**config.mk**
```make
export PLATFORM = sky130hd
export DESIGN_NAME = mem_arb
export DESIGN_NICKNAME = d
export VERILOG_FILES = /design/src/rtl/mem_arb_pkg.sv /design/src/rtl/mem_arb_tmo.sv /design/src/rtl/mem_arb.sv
export SDC_FILE = /design/constraint.sdc
export NUM_CORES = 1
export LEC_CHECK = 0
export CELL_PAD_IN_SITES_DETAIL_PLACEMENT = 0
export CELL_PAD_IN_SITES_GLOBAL_PLACEMENT = 1
export CORE_MARGIN = 1.5
export CORE_UTILIZATION = 32
export DETAILED_ROUTE_END_ITERATION = 10
export PLACE_DENSITY_LB_ADDON = 0.1
export SETUP_SLACK_MARGIN = 0.1
export SLEW_MARGIN = 20
export SYNTH_ARGS = -nofsm -noshare
export SYNTH_HDL_FRONTEND = slang
export SYNTH_HIERARCHICAL = 1
export SYNTH_SLANG_ARGS = --single-unit
```
**constraint.sdc**
```tcl
create_clock -name CLK -period 4.6 [get_ports CLK]
set_input_delay 0.69 -clock CLK [delete_from_list [all_inputs] [get_ports CLK]]
set_output_delay 0.69 -clock CLK [all_outputs]
set_load 0.03 [all_outputs]
```
**src/rtl/mem_arb_pkg.sv**
```systemverilog
`default_nettype none
// ============================================================================
// Module      : mem_arb_pkg
// Description : Shared types and constants for the fetch/data memory
//               arbiter. Holds the FSM state encoding, the owner encoding,
//               the timeout default and the grant-selection helper.
// Revision    : 1.0 - initial release
// ============================================================================
package mem_arb_pkg;

    typedef enum logic [1:0] {
        ST_IDLE = 2'd0,
        ST_BUSY = 2'd1,
        ST_RESP = 2'd2
    } state_e;

    typedef enum logic {
        OWN_IF = 1'b0,
        OWN_DM = 1'b1
    } owner_e;

    localparam int unsigned TMO_CYC_DEF = 15;

    // Grant selection. A lone requester always wins. Under contention the
    // data port wins unless it also took the previous grant, which gives
    // strict alternation while both ports keep requesting.
    function automatic owner_e arb_pick(input logic   if_req,
                                        input logic   dm_req,
                                        input owner_e last);
        owner_e pick;
        pick = OWN_IF;
        if (dm_req && (!if_req || (last != OWN_DM))) begin
            pick = OWN_DM;
        end
        return pick;
    endfunction

endpackage : mem_arb_pkg
`default_nettype wire

```
**src/rtl/mem_arb_tmo.sv**
```systemverilog
`default_nettype none
// ============================================================================
// Module      : mem_arb_tmo
// Description : BUSY-state cycle counter for the memory arbiter. It is built
//               only when MEM_ARB_TIMEOUT_EN is defined.
//               expired_o is high during the TMO_CYC-th consecutive BUSY cycle.
// Ports       : clk_i     - clock
//               rst_ni    - asynchronous active-low reset
//               start_i   - transaction accepted this cycle (clears count)
//               run_i     - arbiter is in BUSY
//               expired_o - wait budget exhausted in this BUSY cycle
// Revision    : 1.0 - initial release
// ============================================================================
import mem_arb_pkg::*;

module mem_arb_tmo #(
    parameter int unsigned TMO_CYC = TMO_CYC_DEF
) (
    input  logic clk_i,
    input  logic rst_ni,
    input  logic start_i,
    input  logic run_i,
    output logic expired_o
);

    localparam int unsigned CNT_W = $clog2(TMO_CYC + 1);
    localparam logic [CNT_W-1:0] C_LAST = CNT_W'(TMO_CYC - 1);

    logic [CNT_W-1:0] cnt_q;

    // cnt_q holds the index (0-based) of the current BUSY cycle.
    always_ff @(posedge clk_i or negedge rst_ni) begin
        if (!rst_ni) begin
            cnt_q <= '0;
        end else if (start_i) begin
            cnt_q <= '0;
        end else if (run_i && (cnt_q != C_LAST)) begin
            cnt_q <= cnt_q + 1'b1;
        end
    end

    assign expired_o = run_i && (cnt_q == C_LAST);

endmodule : mem_arb_tmo
`default_nettype wire

```
**src/rtl/mem_arb.sv**
```systemverilog
`default_nettype none
// ============================================================================
// Module      : mem_arb
// Description : Two-port (instruction fetch / data) arbiter in front of a
//               single request/acknowledge memory port. IDLE -> BUSY -> RESP
//               -> IDLE, one transaction at a time, all outputs registered.
//               Optional build macro MEM_ARB_TIMEOUT_EN adds a BUSY timeout
//               (mem_arb_tmo) that aborts with ERR after TMO_CYC cycles.
// Ports       : CLK, RST_F          - clock, async active-low reset
//               IF_REQ/IF_ADDR     - fetch request (read only)
//               DM_REQ/DM_WE/DM_ADDR/DM_WDATA - data request
//               MEM_REQ/MEM_WE/MEM_ADDR/MEM_WDATA - memory request side
//               MEM_RDATA/MEM_ACK  - memory response side
//               IF_DONE/DM_DONE    - one-cycle completion pulses
//               RDATA/ERR/BUSY     - response data, abort flag, busy flag
// Revision    : 1.0 - initial release
// ============================================================================
import mem_arb_pkg::*;

module mem_arb #(
    parameter int unsigned ADDR_W  = 16,
    parameter int unsigned DATA_W  = 32,
    parameter int unsigned TMO_CYC = TMO_CYC_DEF
) (
    input  logic              CLK,
    input  logic              RST_F,
    input  logic              IF_REQ,
    input  logic [ADDR_W-1:0] IF_ADDR,
    input  logic              DM_REQ,
    input  logic              DM_WE,
    input  logic [ADDR_W-1:0] DM_ADDR,
    input  logic [DATA_W-1:0] DM_WDATA,
    output logic              MEM_REQ,
    output logic              MEM_WE,
    output logic [ADDR_W-1:0] MEM_ADDR,
    output logic [DATA_W-1:0] MEM_WDATA,
    input  logic [DATA_W-1:0] MEM_RDATA,
    input  logic              MEM_ACK,
    output logic              IF_DONE,
    output logic              DM_DONE,
    output logic [DATA_W-1:0] RDATA,
    output logic              ERR,
    output logic              BUSY
);

    state_e            state_q;
    owner_e            owner_q;
    owner_e            last_q;
    logic              mem_req_q;
    logic              mem_we_q;
    logic [ADDR_W-1:0] mem_addr_q;
    logic [DATA_W-1:0] mem_wdata_q;
    logic [DATA_W-1:0] rdata_q;
    logic              if_done_q;
    logic              dm_done_q;
    logic              err_q;

    owner_e            grant_d;
    logic              w_any_req;
    logic              w_tmo;

    assign w_any_req = IF_REQ || DM_REQ;
    assign grant_d   = arb_pick(IF_REQ, DM_REQ, last_q);

`ifdef MEM_ARB_TIMEOUT_EN
    mem_arb_tmo #(
        .TMO_CYC   (TMO_CYC)
    ) u_tmo (
        .clk_i     (CLK),
        .rst_ni    (RST_F),
        .start_i   ((state_q == ST_IDLE) && w_any_req),
        .run_i     (state_q == ST_BUSY),
        .expired_o (w_tmo)
    );
`else
    // No timeout: BUSY waits for MEM_ACK forever and ERR can never rise.
    assign w_tmo = 1'b0;
`endif

    always_ff @(posedge CLK or negedge RST_F) begin
        if (!RST_F) begin
            state_q     <= ST_IDLE;
            owner_q     <= OWN_IF;
            // Last grant reads as IF so the data port wins first contention.
            last_q      <= OWN_IF;
            mem_req_q   <= 1'b0;
            mem_we_q    <= 1'b0;
            mem_addr_q  <= '0;
            mem_wdata_q <= '0;
            rdata_q     <= '0;
            if_done_q   <= 1'b0;
            dm_done_q   <= 1'b0;
            err_q       <= 1'b0;
        end else begin
            case (state_q)
                ST_IDLE: begin
                    // MEM_ACK is deliberately not looked at here.
                    if (w_any_req) begin
                        owner_q   <= grant_d;
                        last_q    <= grant_d;
                        mem_req_q <= 1'b1;
                        if (grant_d == OWN_DM) begin
                            mem_we_q    <= DM_WE;
                            mem_addr_q  <= DM_ADDR;
                            mem_wdata_q <= DM_WDATA;
                        end else begin
                            mem_we_q    <= 1'b0;
                            mem_addr_q  <= IF_ADDR;
                            mem_wdata_q <= '0;
                        end
                        state_q <= ST_BUSY;
                    end
                end
                ST_BUSY: begin
                    // Requests are not re-examined: a dropped REQ still
                    // completes. ACK takes precedence over a same-cycle timeout.
                    if (MEM_ACK) begin
                        mem_req_q <= 1'b0;
                        mem_we_q  <= 1'b0;
                        rdata_q   <= MEM_RDATA;
                        if_done_q <= (owner_q == OWN_IF);
                        dm_done_q <= (owner_q == OWN_DM);
                        state_q   <= ST_RESP;
                    end else if (w_tmo) begin
                        mem_req_q <= 1'b0;
                        mem_we_q  <= 1'b0;
                        rdata_q   <= '0;
                        err_q     <= 1'b1;
                        if_done_q <= (owner_q == OWN_IF);
                        dm_done_q <= (owner_q == OWN_DM);
                        state_q   <= ST_RESP;
                    end
                end
                ST_RESP: begin
                    if_done_q <= 1'b0;
                    dm_done_q <= 1'b0;
                    err_q     <= 1'b0;
                    state_q   <= ST_IDLE;
                end
                default: begin
                    state_q <= ST_IDLE;
                end
            endcase
        end
    end

    assign MEM_REQ   = mem_req_q;
    assign MEM_WE    = mem_we_q;
    assign MEM_ADDR  = mem_addr_q;
    assign MEM_WDATA = mem_wdata_q;
    assign IF_DONE   = if_done_q;
    assign DM_DONE   = dm_done_q;
    assign RDATA     = rdata_q;
    assign ERR       = err_q;
    assign BUSY      = (state_q != ST_IDLE);

endmodule : mem_arb
`default_nettype wire

```
* Word level (Yosys, flattened, before mapping) *
Cells that the tools add are included.

storage, ports and cells
  output and inout bits = 86
  register bits = 87
  logic and storage cells = 43

cells by class
  reduce and logical (&&, ||, !) cells = 13
  bitwise logic cells = 1
  muxes and demuxes = 16
  eq/ne operators = 4

operators by type and width
  kind                                                                   number
  32-bit 2-to-1 mux                                                      1
  16-bit 2-to-1 mux                                                      1
  1-bit one-hot mux with 2 select lines                                  4
  2-bit AND reduction                                                    4
  1-bit 2-to-1 mux                                                       7
  2-bit nonzero test                                                     3
  2-bit 2-to-1 mux                                                       2
  2-bit inequality test, second input constant                           2
  2-bit one-hot mux with 2 select lines                                  1
  3-bit AND reduction                                                    1
  2-bit by 1-bit equality test with 1-bit output, second input constant  1
  2-bit equality test, second input constant                             1
  2-bit zero test                                                        1
  1-bit logical OR                                                       2
  1-bit logical AND                                                      1
  1-bit zero test                                                        1
  1-bit inverter                                                         1

* Logic depth before layout (Yosys ltp) *
Gate-level depths: netlist (run 1).

  depth in word-level cells = 7
  depth in mapped cells = 5

* Worst setup path after synthesis (run 1) *
OpenSTA, ideal clock, no wires.

  kind = input port to flip-flop
  start = input DM_REQ
  end = register mem_addr_q[10], in the netlist MEM_ADDR[10]
  path buffers = 1
  arrival = 1.675 ns
  setup time = 0.125 ns
  slack = 2.801 ns
  cell stages on the path = 4
  cells stage by stage = a21boi_4 -> buf_6 -> mux2_4 -> mux2_2

between the ends
  cells in the longest elaborated chain, start to end = 3
  elaborated cells between the ends (all ways) = 5
  those cells by class = mux (2); reduce/logical (3)

RTL lines
  item                  line               source
  start, declared       mem_arb.sv:29      input logic DM_REQ,
  1-bit logical AND     mem_arb_pkg.sv:32  if (dm_req && (!if_req || (last != OWN_DM))) begin
  1-bit 2-to-1 mux      mem_arb_pkg.sv:32
  16-bit 2-to-1 mux     mem_arb.sv:102     if (grant_d == OWN_DM) begin
  end signal, assigned  mem_arb.sv:88      mem_addr_q <= '0;
  end signal, assigned  mem_arb.sv:104     mem_addr_q <= DM_ADDR;
  end signal, assigned  mem_arb.sv:108     mem_addr_q <= IF_ADDR;
  end, declared         mem_arb.sv:51      logic [ADDR_W-1:0] mem_addr_q;

Several ways; a longest one is shown, not always the timed one.
A chain may end at the register's enable or synchronous reset.

* Worst setup path after layout (run 1) *
  start = register state_q[0]
  end = output BUSY

between the ends
  cells in the longest elaborated chain, start to end = 1

RTL lines
  item                    line            source
  start, declared         mem_arb.sv:46   state_e state_q;
  start signal, assigned  mem_arb.sv:82   state_q <= ST_IDLE;
  start signal, assigned  mem_arb.sv:111  state_q <= ST_BUSY;
  start signal, assigned  mem_arb.sv:123  state_q <= ST_RESP;
  2-bit nonzero test      mem_arb.sv:155  assign BUSY = (state_q != ST_IDLE);
  end, declared           mem_arb.sv:43   output logic BUSY

No other way between the ends.

==> results.md, run 1 <==
- In this run the worst path has a maximum fanout of 5.
- Clock-pin slew was measured on the worst setup and hold paths at 0.10 ns.
- The count of boundary I/O pins is 188.
- The weighted congestion at the end of routability-driven global placement is 0.734.
- The y dimension of the die is 107 um.
- Summing every instance area after synthesis gives 3440 sq um.
- The post-route DRC violation count is 0.
- The largest single stage delay on the critical path is 0.61 ns.
- By area the synthesized netlist is led by dfrtp_1 63%, mux2_2 18%, a22o_1 8.1%, mux2_4 4.4%, buf_2 1.3%.
- The number of violations of the max-capacitance limit is 0.
- The via count of the first global-routing pass is 2630.
- For this design the ratio of total power to cell area is 747 nW/um^2.
- In this run the worst hold path is classified as in -> async.
- The number of antenna diodes in the final layout is 0.
- Of the post-synthesis cell area, the dominant cell type holds 0.632.
- Of the available clock period, the critical path in the final layout requires 0.530.
- The clock period minus final worst setup slack is 2.44 ns.
- Before antenna repair, the detailed router went through 4 iterations.
- Setup total negative slack on the finished layout was measured at 0 ns.
- The main combinational cell family by area after synthesis is multiplexers.
- The global-route met3 utilization is 0.0657.
- The largest vdd supply drop is 0.316 mV.
- The number of enable-type register cells in the synthesized netlist is 0.
- The depth of the worst register-to-register path is 2.
- The final number of max-transition violations is 0.
- Walking the worst path, the cells encountered are nor2_1, inv_1, clkdlybuf4s50_1.
- The clock latency on the worst-skew pair is 0.35 ns.
- The average wire length per cell after detail routing is 15.3 um.
- Of the total synthesized cell area, the portion taken by XOR and XNOR cells is 0.
- Among all stages on the critical path, the largest delay is contributed by clkdlybuf4s50_1.
- The arrival time of data at the critical path endpoint is 1.75 ns.
- In the final layout, the share of cells above drive strength 1 is 0.214.
- Summed over all cells, the static leakage comes to 2.39 nW.
- The initial utilization of the core area, before any placement, comes to 0.332.
- Between clock sinks in the finished design, the worst skew comes to 0.0143 ns.
- The final setup violation count is 0.
- The total area inside the core boundary comes to 10400 sq um.
- The register area share after synthesis is 0.632.
- The compound-gate portion of the synthesized area is 0.107.
- In this run the register-to-register setup slack is 2.66 ns.
- The number of buffers and inverters on the critical path is 2.
- The proportion of register bits with asynchronous set or reset after synthesis is 1.00.
- Entering global routing, the biggest net connects 54 pins.
- The number of design-rule violations left by the first detailed-router iteration is 89.
- The number of synthesis warnings is 6.
- In this run the most used layer during global routing was met2.
- The biggest area contributor in the post-synthesis netlist is dfrtp_1.
- The deepest clock path buffer count is 2.
- The category of the worst setup path launch point is a flop.
- After clock tree synthesis, the repair step resized 0 gates.
- The number of clock buffers added by TritonCTS is 9.
- Of the post-synthesis cell area, the part taken by muxes is 0.220.
- Sorting the synthesized cells by how often they occur yields 87 x dfrtp_1, 54 x mux2_2, 32 x a22o_1, 10 x mux2_4, 9 x buf_2.
- The transition at the pin with the smallest max-transition slack is 0.935 ns.
- The fraction of the mapped netlist area in adder cells is 0.
- The number of setup buffers added after CTS is 0.
- The die area is 11400 sq um.
- The detail route stage leaves a number of antenna-violating nets equal to 0.
- The most frequent cell after synthesis is dfrtp_1.
- The clock tree root driver cell is clkbuf_8.
- For this run, the leading register cell type out of synthesis is dfrtp_1.
- The die is 107 um wide.
- The flow ran to the end, and the final reports show no timing, DRC or antenna violations.
- In this run, distinct cell masters in the synthesized netlist total 23.
- The global-route total usage across every layer is 0.149.
- After layout, the design draws a total of 4.20 mW.
- The launching point of the worst reg2reg path is state_q[1].
- TritonCTS built the clock tree.
- STA puts the critical path data required time at 3.91 ns.
- The cell family contributing the most delay on the critical path is buffers and inverters.
- The type of the setup path with the least slack is reg -> out.
- For this run, global-route usage on met2 was measured as 0.219.
- The total of buffers placed on input and output ports is 186.
- Using the TritonRoute via totals, the vias-per-cell ratio works out to 4.61.
- The logic depth of the worst setup path including buffers is 3.
- The initial antenna violation count was 0.
- The total via count after detailed routing is 2521.
- The capture instance of the worst register-to-register path is RDATA[27].
- Setup repair after global routing left no endpoint under its margin.
- The sink count of the clock tree is 87.
- The detailed-placement wirelength estimate is 5.95 mm.
- The synthesized-area fraction occupied by and/or/nand/nor cells is 0.0127.
- The post-synth net total is 322.
- The layout overhead on the synthesized area is 63.2%.
- The global route total overflow is 0.
- After synthesis, the mean cell area works out to 15.6 sq um.
- Synthesis inferred 87 register bits.
- After detailed routing, the total wire length is 8.36 mm.
- The clock tree synthesis step divided the H-tree into 3 levels.
- Synthesis produced 220 cells.
- The net count of the finished layout is 508.
- The worst slew margin relative to its limit is 0.373.
- The number of standard-cell rows in the floorplan is 37.
- The final count of hold timing violations is 0.
- The global-route met1 utilization is 0.185.
- The first global-routing pass estimated 13.1 mm of wire.
- The fmax is 0.410 GHz.
- The worst setup path is captured at an output pin.
- For this design, the CTS-stage hold fixing added 0 buffers.
## layout by cell type (no fill, tap or decap)
master           instances
clkdlybuf4s50_1        185
dfrtp_1                 87
mux2_2                  54
a22o_1                  32
clkbuf_8                11
mux2_4                  10
inv_1                    4
nand2_1                  4
buf_4                    4
a21oi_1                  2
o2bb2ai_1                2
clkinv_4                 2
clkinvlp_4               2
nor2_1                   1
o21ai_4                  1
and3_1                   1
nand3b_2                 1
a32o_1                   1
a21boi_4                 1
a2bb2oi_1                1
and3_2                   1
o31ai_1                  1
a21o_1                   1
conb_1                   1
inv_6                    1
## final cells by class
cell class | instances | area [sq um]
Sequential cell | 87 | 2180
Clock inverter | 5 | 41.3
Tap cell | 136 | 170
Timing Repair Buffer | 189 | 1880
Clock buffer | 11 | 151
Multi-Input combinational cell | 115 | 1180
Inverter | 4 | 15.0
Fill cell | 928 | 4750
## sequential cells by signal (all words and copies together) (netlist names)
name       count
RDATA         32
last_q         1
IF_DONE        1
MEM_WDATA     32
MEM_REQ        1
MEM_ADDR      16
MEM_WE         1
state_q        2
DM_DONE        1
## per-stage QoR
stage          hold WS (ns)  cell area (sq um)  worst slack (ns)   util  instances
2_1_floorplan         0.394               3440              2.80      -        220
3_3_place_gp          0.462               5430              1.89  0.523        531
3_5_place_dp          0.469               5430              1.88  0.523        531
4_1_cts               0.369               5620              2.12  0.542        547
5_1_grt               0.405               5620              2.07  0.542        547
6_report              0.363               5620              2.16  0.542        547
## worst register-to-register path: cells and delay by family (launching register included)
| kind | cells | cell delay, ns |
|---|---|---|
| AND/OR/NAND/NOR | 1 | 0.83 |
| flip-flops | 1 | 0.44 |
| multiplexers | 1 | 0.57 |
## per-layer routing
| metal | part of all wire | vias to the layer above |
|---|---|---|
| met4 | 0.024 | 0 |
| met5 | 0 | - |
| met3 | 0.11 | 16 |
| met2 | 0.45 | 126 |
| met1 | 0.42 | 1207 |
| li1 | - | 1172 |
## worst max path at each step
stage                          start      endpoint
final                     state_q[0]          BUSY
after global placement       MEM_ACK      RDATA[3]
after detailed placement     MEM_ACK     RDATA[20]
after global routing      state_q[0]          BUSY
after floorplan               DM_REQ  MEM_ADDR[10]
after CTS                 state_q[0]          BUSY
## power breakdown
| group | switching (mW) | leakage, nW | internal, mW |
|---|---|---|---|
| Clock | 0.277 | 0.0922 | 0.230 |
| Combinational | 1.24 | 1.24 | 1.10 |
| Sequential | 0.209 | 1.07 | 1.15 |
| Total | 1.72 | 2.39 | 2.48 |
## cells by family after synthesis
| logic type | Yosys count |
|---|---|
| DFF | 87 |
| muxes | 64 |
| AOI/OAI and AO/OA | 42 |
| buffers and inverters | 18 |
| and+or+nand+nor | 8 |
| other | 1 |
Power figures use the tool's default switching activity.
==> inputs of run 2 (changes only) <==
CORE_UTILIZATION = 27   (was 32)
clock period = 2.2 ns   (was 4.6 ns; I/O delays follow)
==> run 2 against run 1 <==
Against the previous run:
- sequential power rose by 110%
- hold slack improved by 0.083 ns
- combinational power rose by 110%
- wire length rose by 9.1%
- setup slack got worse by 1.7 ns
- clock skew fell by 0.010 ns
- flip-flop and latch count did not move
- global-route usage fell by 1.0 points
- die area rose by 18%
- sequential share of layout area fell by 1.8 points
- utilization fell by 7.1 points
- critical endpoint is now DM_DONE
- first-iteration DRC count rose by 1.1%
==> results.md, run 2 (synthesis gave the netlist of run 1 again) <==
- The number of setup buffers added after CTS came to 0 (unchanged).
- The sink count of the clock tree is 87 (unchanged).
- The maximum single-stage delay on the critical path is 0.70 ns (+0.09 ns).
- The required time reported for the critical path endpoint is 1.87 ns (-2.04 ns).
- The gate family responsible for the most delay along the worst path is buffers and inverters.
- The share of post-route cells with drive strength above 1 was 0.223 (+0.00891).
- The worst setup slack before clock tree synthesis is 0.179 ns (-1.70 ns).
- The maximum net fanout on the critical path was 3 (-2).
- The deepest clock path buffer count was 2 (unchanged).
- The global route total overflow is 0 (unchanged).
- The detailed-router iteration count before antenna repair was 2 (-2).
- The category of the worst setup path launch point is a flop.
- The count of buffer and inverter cells on the critical path was 1 (-1).
- The average wire length per cell after detail routing is 15.5 um (+1.3%).
- The H-tree depth is 3 (unchanged).
- The initial antenna violation count is 0 (unchanged).
- The y dimension of the die was 116 um (+8.6%).
- The die area is 13400 sq um (+18%).
- The final count of hold timing violations is 0 (unchanged).
- Walking the worst path, the cells encountered are clkdlybuf4s50_1.
- The final clock skew is 0.00390 ns (-0.0104 ns).
- The clock period minus final worst setup slack is 1.76 ns.
- The flop-to-flop setup slack is 0.66 ns (-2.00 ns).
- The post-route DRC violation count is 0 (unchanged).
- The register clock-pin slew on the reported worst setup and hold paths is 0.06 ns (-0.04 ns).
- The number of antenna cells inserted is 0 (unchanged).
- The global-route wire length before repair came to 13.7 mm (+5.1%).
- The global-route total usage across every layer came to 0.139 (-0.0102).
- The worst setup path is captured at an output pin.
- The worst-path cell with the longest stage delay is clkdlybuf4s50_1.
- In the layout the commonest cells are 184 x clkdlybuf4s50_1, 87 x dfrtp_1, 54 x mux2_2.
- The final wirelength came to 9.12 mm (+9.1%).
- The via count of the first global-routing pass came to 2578 (-2.0%).
- The depth of the worst register-to-register path was 4 (+2).
- The area of the core is 12500 sq um (+21%).
- The count of boundary I/O pins came to 188 (unchanged).
- The total via count after detailed routing was 2586 (+2.6%).
- The largest vdd supply drop was 0.510 mV (+62%).
- The register area is 2180 sq um (unchanged).
- TritonCTS built the clock tree.
- The number of design-rule violations left by the first detailed-router iteration came to 90 (+1.1%).
- The total negative slack is 0 ns (unchanged).
- The CTS buffer count is 9 (unchanged).
- The fraction of the core area covered by cells at the end of the flow was 0.471 (-0.0707).
- The total of buffers placed on input and output ports was 186 (unchanged).
- The capture instance of the worst register-to-register path is MEM_ADDR[5].
- The power density normalized to cell area came to 1610 nW/um^2 (+110%).
- The most common library cell in the layout ignoring fill and taps is clkdlybuf4s50_1.
- The min-delay analysis places its worst path in the category in -> async.
- The arrival time of data at the critical path endpoint is 1.43 ns (-0.32 ns).
- The initial cell density of the core was 0.275 (-0.0569).
- The final number of max-transition violations was 0 (unchanged).
- CTS placed an instance of clkbuf_16 at the clock tree root.
- The logic depth of the worst setup path including buffers came to 1 (-2).
- The leakage component of the power is 2.51 nW (+5.0%).
- The launching point of the worst reg2reg path is last_q.
- The number of nets with antenna violations after routing came to 0 (unchanged).
- The clock latency on the worst-skew pair was 0.33 ns (-0.02 ns).
- The count of filler cells inserted in the layout is 1157 (+25%).
- The largest net degree at the start of global routing is 48 (-11%).
- The via count normalized by instance count came to 4.39 (-4.7%).
- The final setup violation count is 0 (unchanged).
- The fmax is 0.569 GHz.
- Setup repair after global routing left no endpoint under its margin.
- The multi-input combinational cell area was 1180 sq um (+0.21%).
- The number of violations of the max-capacitance limit came to 0 (unchanged).
- The number of nets in the final layout is 514 (+1.2%).
- The number of standard-cell rows in the floorplan came to 41 (+11%).
- The flow ran to the end, and the final reports show no timing, DRC or antenna violations.
- The detailed-placement wirelength estimate is 6.59 mm (+11%).
- The die extent in x is 116 um (+8.6%).
- The type of the setup path with the least slack is reg -> out.
- In the finished design, the share of the clock period the worst path needs comes to 0.798.
- The layout overhead on the synthesized area is 71.4%.
- Tracing the worst setup path back leads to its startpoint at DM_DONE.
- The worst setup margin was 0.444 ns (-1.72 ns).
- The weighted congestion at the end of routability-driven global placement is 0.720 (-2.0%).
[run 2: changes by cell type in the layout (fill, tap and decap cells not counted), sizes merged]
cell,delta
inv,-1
clkinvlp,-1
clkdlybuf4s50,-1
bufinv,+2
dlymetal6s2s,+1
buf,+5
dlygate4sd3,+1
[run 2: what timing repair did]
| item | 4_1_cts | 5_1_grt |
|---|---|---|
| resized for setup | 1 | 1 |
| hold buffers | 1 | 0 |
| endpoints found under the setup margin | 1 | 1 |
| endpoints found under the hold margin | 20 | 0 |
[run 2: report_power, final]
group          switching (mW)  internal, mW
Clock                   0.625          1.03
Sequential              0.422          2.41
Combinational            2.63          2.36
Total                    3.68          5.80
[run 2: layout make-up]
type | instances | area share
tap | 172 | 0.0365
clock buffer | 11 | 0.0412
multi-input combinational | 115 | 0.201
inverter | 4 | 0.00255
sequential | 87 | 0.369
timing repair buffer | 195 | 0.336
clock inverter | 5 | 0.0138
[run 2: worst max-delay path by stage]
stage / slack, ns / end
5_1_grt: 0.39 / DM_DONE
3_5_place_dp: 0.18 / MEM_ADDR[0]
6_report: 0.44 / DM_DONE
4_1_cts: 0.14 / BUSY
3_3_place_gp: 0.21 / MEM_ADDR[1]
2_1_floorplan: 0.69 / MEM_ADDR[10]
[run 2: through the flow]
step | instance area, sq um | cells | total power, mW | hold slack, ns
floorplan | 3440 | 220 | 5.68 | 0.0344
global placement | 5560 | 572 | 7.87 | 0.264
CTS | 5900 | 589 | 9.64 | 0.444
global route | 5900 | 589 | 10.0 | 0.470
finish | 5900 | 589 | 9.47 | 0.447
detailed placement | 5560 | 572 | 7.91 | 0.269
[run 2: worst reg2reg max path: stages (launching register included)]
cell	delay (ns)
dfrtp_1	0.46
a21boi_4	0.20
buf_12	0.17
mux2_2	0.33
mux2_2	0.26
[run 2: metal layers]
metal / vias up / GRT usage / share of wire
met5: - / 0 / 0
met2: 107 / 0.208 / 0.46
met1: 1280 / 0.174 / 0.43
met3: 13 / 0.0544 / 0.092
met4: 0 / 0.0691 / 0.020
li1: 1186 / - / -
==> inputs of run 3 (changes only) <==
clock period = 1.5 ns   (was 2.2 ns; I/O delays follow)
==> run 3 against run 2 <==
Against the previous run:
- the run now ends with negative setup slack left
- flip-flop and latch count stayed put
- setup slack worse by 0.45 ns
- non-clock buffer count up 16
- first-iteration DRC count up 8.9%
- sequential power increased by 45%
- sequential share of layout area decreased by 1.2 points
- global-route usage is 0.45 points lower
- clock skew grew 0.0023 ns
- wire length rose by 1.2%
- power increased by 45%
- clock-buffer cell count unchanged
==> results.md, run 3 (synthesis gave the netlist of run 1 again) <==
- The largest net degree at the start of global routing came to 88 (+83%).
- The count of boundary I/O pins came to 188 (unchanged).
- The number of antenna cells inserted is 0 (unchanged).
- The most common library cell in the layout ignoring fill and taps is clkdlybuf4s50_1.
- The average wire length per cell after detail routing is 15.3 um (-1.4%).
- The weighted congestion at the end of routability-driven global placement is 0.724 (+0.61%).
- The startpoint identified for the worst register-to-register timing path is last_q.
- The y dimension of the die is 116 um (unchanged).
- The final setup violation count is 3 (+3).
- The area of the core is 12500 sq um (unchanged).
- TritonCTS built the clock tree.
- The die extent in x was 116 um (unchanged).
- The smallest clock period supported by the final layout is computed as 1.50 ns.
- The CTS buffer count is 9 (unchanged).
- The initial antenna violation count is 0 (unchanged).
- The number of violations of the max-capacitance limit is 0 (unchanged).
- The worst setup path is of the in -> reg kind.
- The fmax is 0.666 GHz.
- The global-route wire length before repair is 13.6 mm (-0.80%).
- The flop-to-flop setup slack is 0.03 ns (-0.63 ns).
- The library cells used most frequently in the layout, excluding fill and tap cells, are 100 x clkdlybuf4s50_1, 87 x dfrtp_1, 80 x dlygate4sd2_1.
- The global route total overflow is 0 (unchanged).
- The via count normalized by instance count is 4.35 (-0.95%).
- The final reports fail on negative setup slack.
- The category of the worst setup path launch point is a primary input.
- The final wirelength came to 9.23 mm (+1.2%).
- The depth of the worst register-to-register path is 4 (unchanged).
- Setup repair after global routing could not meet its margin everywhere.
- The required time reported for the critical path endpoint came to 1.73 ns (-0.14 ns).
- The post-route DRC violation count came to 0 (unchanged).
- The worst setup margin came to -0.00259 ns (-0.446 ns).
- The final clock skew was 0.00623 ns (+0.00232 ns).
- The number of nets with antenna violations after routing is 0 (unchanged).
- The via count of the first global-routing pass came to 2624 (+1.8%).
- The sink count of the clock tree is 87 (unchanged).
- The number of standard-cell rows in the floorplan is 41 (unchanged).
- The most critical setup path has its startpoint at IF_REQ.
- The area growth from synthesis to layout is 77.0%.
- The deepest clock path buffer count was 2 (unchanged).
- The detailed-router iteration count before antenna repair is 4 (+2).
- The number of setup buffers added after CTS is 0 (unchanged).
- The clock tree root driver cell is clkbuf_16.
- The power density normalized to cell area is 2250 nW/um^2 (+40%).
- The number of design-rule violations left by the first detailed-router iteration is 98 (+8.9%).
- The global-route total usage across every layer was 0.134 (-0.00448).
- The share of post-route cells with drive strength above 1 came to 0.256 (+0.0333).
- The worst hold margin is 0.477 ns (+0.0306 ns).
- The final number of max-transition violations is 0 (unchanged).
- The endpoint kind of the worst setup timing path is a flop.
- The total power draw is 13.7 mW (+45%).
- The flow ran to the end, but the final reports show violations.
- The leakage component of the power is 2.88 nW (+14%).
- The class of the most critical hold timing path is in -> async.
- The arrival time of data at the critical path endpoint was 1.73 ns (+0.30 ns).
- The clock latency on the worst-skew pair is 0.34 ns (about the same).
- The capture instance of the worst register-to-register path is MEM_ADDR[5].
- The maximum net fanout on the critical path was 10 (+7).
- The die area is 13400 sq um (unchanged).
- The final period utilization is 1.00.
- The largest vdd supply drop was 0.886 mV (+74%).
- The total via count after detailed routing is 2631 (+1.7%).
- The H-tree depth is 3 (unchanged).
- The final count of hold timing violations is 0 (unchanged).
- The register clock-pin slew on the reported worst setup and hold paths is 0.06 ns (about the same).
- The number of nets in the final layout is 530 (+3.1%).
- The initial cell density of the core is 0.275 (unchanged).
- The worst setup slack before clock tree synthesis is -0.306 ns (-0.485 ns).
- The detailed-placement wirelength estimate is 6.25 mm (-5.2%).
- The total of buffers placed on input and output ports is 186 (unchanged).
==> run 3: changes by cell type in the layout (fill, tap and decap cells not counted), moves of 4 or more <==
cell             previous run  this run
buf_4                       5         9
buf_6                       0         6
clkbuf_16                   9        14
clkdlybuf4s15_1             0         4
clkdlybuf4s50_1           184       100
dlygate4sd2_1               0        80
mux2_2                     54        43
mux2_4                     10        21
==> run 3: power by group <==
group          leakage, nW  internal [mW]  switching, mW
Combinational         1.65           3.16           4.00
Sequential            1.07           3.53          0.561
Clock                0.158           1.55          0.924
==> run 3: layer usage <==
layer | share of wire | wire (um) | global-route usage
met2 | 0.45 | 4110 | 0.195
met4 | 0.025 | 228 | 0.0748
met1 | 0.43 | 3990 | 0.168
met5 | 0 | 0 | 0
met3 | 0.098 | 903 | 0.0570
==> run 3: area by class of cell <==
| class | instances | area [sq um] |
|---|---|---|
| clock buffers | 11 | 253 |
| clock inverters | 5 | 80.1 |
| fillers | 1186 | 6420 |
| inverters | 4 | 15.0 |
| multi-input cells | 115 | 1230 |
| flip-flops and latches | 87 | 2180 |
| well taps | 172 | 215 |
| repair buffers | 211 | 2120 |
==> run 3: timing repair <==
item | CTS | global route
hold buffers | 1 | 0
pin swaps | 1 | 28
gates cloned | 0 | 5
hold endpoints to repair | 87 | 0
setup endpoints to repair | 127 | 76
gates resized for setup | 103 | 12
==> run 3: how the worst max path moves through the flow <==
stage	to	slack, ns	cells past startpoint
after global routing	MEM_ADDR[4]	-0.02	4
after floorplan	MEM_ADDR[10]	-0.01	4
after global placement	MEM_ADDR[5]	-0.27	5
final	MEM_ADDR[8]	-0.003	5
after detailed placement	MEM_ADDR[5]	-0.31	5
after CTS	MEM_ADDR[12]	0.009	4
==> run 3: through the flow <==
step	TNS [ns]	utilization	instance area, sq um	cells
4_1_cts	0	0.475	5940	600
5_1_grt	-0.137	0.487	6090	605
2_1_floorplan	-0.145	-	3440	220
3_3_place_gp	-10.12	0.451	5640	583
3_5_place_dp	-11.35	0.451	5640	583
6_report	-0.00675	0.487	6090	605
==> run 3: worst max-delay path: stages <==
cell	delay [ns]
clkdlybuf4s50_1	0.48
buf_4	0.18
o21ai_4	0.29
clkbuf_16	0.23
mux2_2	0.33
